**src/rtl/vc_skid_queue_pf.sv**
```systemverilog
// vc_skid_queue_pf
//   Two-entry val/rdy skid queue placed between a producer and a consumer.
//   Every output is either a flop output or a decode of the occupancy
//   register, so no combinational path crosses the boundary in either
//   direction, yet one message per cycle is sustained while deq_rdy stays high.
//
// Ports
//   clk      : clock, all state updates on the rising edge
//   reset_n  : asynchronous active-low reset; clears occupancy and both entries
//   enq_val  : producer has a valid message
//   enq_rdy  : queue can accept a message this cycle (count != 2)
//   enq_msg  : producer message, captured only when enq_val && enq_rdy
//   deq_val  : head entry holds a valid message (count != 0)
//   deq_rdy  : consumer accepts the head this cycle
//   deq_msg  : head message (head register output)
//   count    : number of occupied entries, 0..2
module vc_skid_queue_pf #(
  parameter int unsigned W = 32
) (
  input  logic         clk,
  input  logic         reset_n,
  input  logic         enq_val,
  output logic         enq_rdy,
  input  logic [W-1:0] enq_msg,
  output logic         deq_val,
  input  logic         deq_rdy,
  output logic [W-1:0] deq_msg,
  output logic [1:0]   count
);

  // Occupancy doubles as the state; its encoding is the visible count.
  typedef enum logic [1:0] {
    EMPTY = 2'd0,
    ONE   = 2'd1,
    FULL  = 2'd2
  } state_t;

  state_t       state_q, state_d;
  logic [W-1:0] head_q, head_d;
  logic [W-1:0] skid_q, skid_d;
  logic         enq_fire;
  logic         deq_fire;

  // Handshake outputs decode the occupancy register only.
  assign enq_rdy  = (state_q != FULL);
  assign deq_val  = (state_q != EMPTY);
  assign count    = state_q;
  assign deq_msg  = head_q;

  assign enq_fire = enq_val && enq_rdy;
  assign deq_fire = deq_val && deq_rdy;

  always_ff @(posedge clk or negedge reset_n) begin
    if (!reset_n) begin
      state_q <= EMPTY;
      head_q  <= '0;
      skid_q  <= '0;
    end else begin
      state_q <= state_d;
      head_q  <= head_d;
      skid_q  <= skid_d;
    end
  end

  always_comb begin
    state_d = state_q;
    head_d  = head_q;
    skid_d  = skid_q;
    case (state_q)
      EMPTY: begin
        if (enq_fire) begin
          head_d  = enq_msg;
          state_d = ONE;
        end
      end
      ONE: begin
        if (enq_fire && deq_fire) begin
          // Head leaves and is replaced in the same edge; skid stays unused.
          head_d = enq_msg;
        end else if (enq_fire) begin
          skid_d  = enq_msg;
          state_d = FULL;
        end else if (deq_fire) begin
          // Head contents are left as-is; deq_val masks them.
          state_d = EMPTY;
        end
      end
      FULL: begin
        if (deq_fire) begin
          head_d  = skid_q;
          state_d = ONE;
        end
      end
      default: begin
        state_d = EMPTY;
      end
    endcase
  end

`ifndef SYNTHESIS
  a_enq_val_known: assert property (@(posedge clk) disable iff (!reset_n)
    !$isunknown(enq_val));
  a_deq_rdy_known: assert property (@(posedge clk) disable iff (!reset_n)
    !$isunknown(deq_rdy));
  a_count_range: assert property (@(posedge clk) disable iff (!reset_n)
    count != 2'd3);
`endif

endmodule

```
**config.mk**
```make
export PLATFORM = sky130hd
export DESIGN_NAME = vc_skid_queue_pf
export DESIGN_NICKNAME = d
export VERILOG_FILES = /design/src/rtl/vc_skid_queue_pf.sv
export SDC_FILE = /design/constraint.sdc
export NUM_CORES = 1
export LEC_CHECK = 0
export ABC_CLOCK_PERIOD_IN_PS = 2250
export CELL_PAD_IN_SITES_DETAIL_PLACEMENT = 0
export CELL_PAD_IN_SITES_GLOBAL_PLACEMENT = 2
export CORE_MARGIN = 8
export CORE_UTILIZATION = 36
export DETAILED_ROUTE_END_ITERATION = 10
export GPL_TIMING_DRIVEN = 0
export PLACE_DENSITY_LB_ADDON = 0.1
export SLEW_MARGIN = 20
export SYNTH_ARGS = -nofsm -noshare
export SYNTH_HDL_FRONTEND = slang
export SYNTH_SLANG_ARGS = --single-unit
```
**constraint.sdc**
```tcl
create_clock -name clk -period 2.25 [get_ports clk]
set_clock_uncertainty 0.1 [all_clocks]
set_input_delay 0.675 -clock clk [delete_from_list [all_inputs] [get_ports clk]]
set_output_delay 0.675 -clock clk [all_outputs]
set_load 0.05 [all_outputs]
```
==> reports/metrics.csv <==
metric,value,unit
drive_above_1_share,36.1,%
ir_drop,443,uV
r2r_cells,4,
worstPathRequired,1.47,ns
setup-violations-final,0,
clock-root-buffer,clkbuf_8,
drv_cap,0,
async_flop_share,100,%
intPower,3.22,mW
synth_edf_count,0,
ys.flop_type,dfrtp_1,
grt_pass1_vias,1946,
end_kind,output port,
drtPass1Iterations,2,
critical_path.top_delay_family,buffers and inverters,
antenna_found_initial,0,
cp_slowest_cell,dfrtp_2,
relSlewSlack,65.3,%
clk_latency,0.34,ns
synth.area.top_cells,"dfrtp_1, mux2_4, mux2_1",
cts_buffer_depth,2,
htreeDepth,3,
grt_max_degree,42,
critPathBufInv,3,
gp_congestion,0.656,
cp-start-kind,flip-flop,
slowest_delay,0.45,ns
crit_type,reg -> out,
yosysWarnings,0,
multiInputGateArea,0.00141,sq mm
syn_nets,222,
regArea,0.00165,sq mm
p_leak,1.93,nW
synth.largest_area_cell,dfrtp_1,
coreArea,0.00868,sq mm
status,"complete, no violations",
syn_area,0.00320,sq mm
drtAntennaViolNets,0,
yosysMostFrequentCell,dfrtp_1,
clkTransAtPathRegs,0.08,ns
swShare,37.9,%
grt_pass1_wl,10200,um
drc,0,
fin_setup_tns,0,ns
area_delta_synth_final,32.9,%
grt_util_all_layers,11.1,%
cp.depth,4,
regToRegStartpoint,count[0],
rsz0062_at_grt,no,
fillCellCount,803,
finalPower,5.18,mW
finalCritPeriodShare,96.5,%
fp.dieW,110,um
switching_power,1.96,mW
final_max_slew_viol_count,0,
vias_per_cell,4.70,
dp_hpwl,4420,um
diodes,0,
fin_util,49.0,%
post-cts-setup-buffers,0,
worstHoldPathType,in -> async,
max_freq,0.461,GHz
cts.sinks,66,
pwr-share-comb,40.9,%
syn_avg_cell_area,17.2,sq um
cts_made_buffers,9,
syn_inst,186,
synth_commonest_cells,"dfrtp_1, mux2_4, mux2_1",
hold_viol,0,
rows,34,
hold_buffers,0,
tritoncts,done,
p_seq_share,36.8,%
yosysSeqAreaShare,51.6,%
ys_seq_elements,66,
cp_max_fo,8,
portBuffers,71,
start_util,36.9,%
path_cells,nor2b_4 -> buf_6 -> inv_4 -> buf_2,
synth_top_area_share,51.6,%
drt_iter0_markers,24,
grt_overflow,0,
final_nets,305,
crit_arrival,1.40,ns
p_clk_share,22.3,%
max_slew.worst_pin.slew,0.522,ns
crit_start,count[1],
num_vias,1795,
pin_count,72,
die_h,110,um
drt_wl_total,6360,um
dieArea,0.0122,sq mm
power.density,1220,mW/mm^2
yosysUniqueCellTypes,20,
finalCriticalPeriod,2.17,ns
routedWlPerCell,16.6,um
[timing repair]
item,4_1_cts,5_1_grt
endpoints found under the setup margin,36,0
resized for setup,43,0
endpoints found under the hold margin,0,0
[cell families after synthesis]
logic type | after synthesis | share of synthesized area (%)
AOI/OAI and AO/OA | 4 | 0.860
buffers and inverters | 12 | 4.42
DFF | 66 | 51.6
muxes | 97 | 41.4
and+or+nand+nor | 7 | 1.72
[cell type report]
type | count | share of cell area, %
buffer | 11 | 3.18
clock buffer | 10 | 3.24
clock inverter | 6 | 2.12
inverter | 1 | 0.147
multi-input combinational | 108 | 33.1
sequential | 66 | 38.9
tap | 108 | 3.18
timing repair buffer | 72 | 16.2
[worst paths after layout]
path | slack (ns) | endpoint
max | 0.08 | enq_rdy
min | 0.14 | deq_msg[30]
max reg2reg | 0.46 | deq_msg[25]
min reg2reg | 0.39 | skid_q[21]
max in group asynchronous | 1.37 | count[1]
min in group clk | 0.39 | skid_q[21]
[sequential cells by signal, indices dropped and copies added, names as in the netlist]
signal,cells
deq_msg,32
skid_q,32
count,2
[per-layer routing]
layer	up-vias	routed length (um)	GRT usage (%)
met1	915	2960	14.1
met3	9	462	4.42
li1	824	-	-
met4	0	76	4.28
met5	-	0	0
met2	47	2860	16.5
[power groups by stage]
stage	clock network, mW	logic [mW]	registers, mW
floorplan	0	0.847	2.67
global placement	0	2.29	1.93
detailed placement	0	2.32	1.94
CTS	1.19	2.16	1.91
global route	1.23	2.23	1.97
finish	1.15	2.12	1.90
[layout by cell type (no fill, tap or decap), drive strengths merged, types with 2 or more instances in the layout]
cell type	instances
mux2	96
nor2b	3
clkbuf	10
clkdlybuf4s50	34
dlygate4sd2	34
dfrtp	66
clkinv	3
buf	14
bufinv	2
[per-stage QoR]
step / setup WS (ns) / instances / hold slack [ns] / instance area [sq um]
global route: 0.0152 / 382 / 0.152 / 4250
CTS: 0.0599 / 382 / 0.142 / 4250
finish: 0.0794 / 382 / 0.138 / 4250
detailed placement: -0.255 / 366 / 0.375 / 4070
floorplan: 0.270 / 186 / 0.279 / 3200
global placement: -2.05 / 365 / 0.364 / 4050
Note: power is estimated with default switching activity, not from simulation.
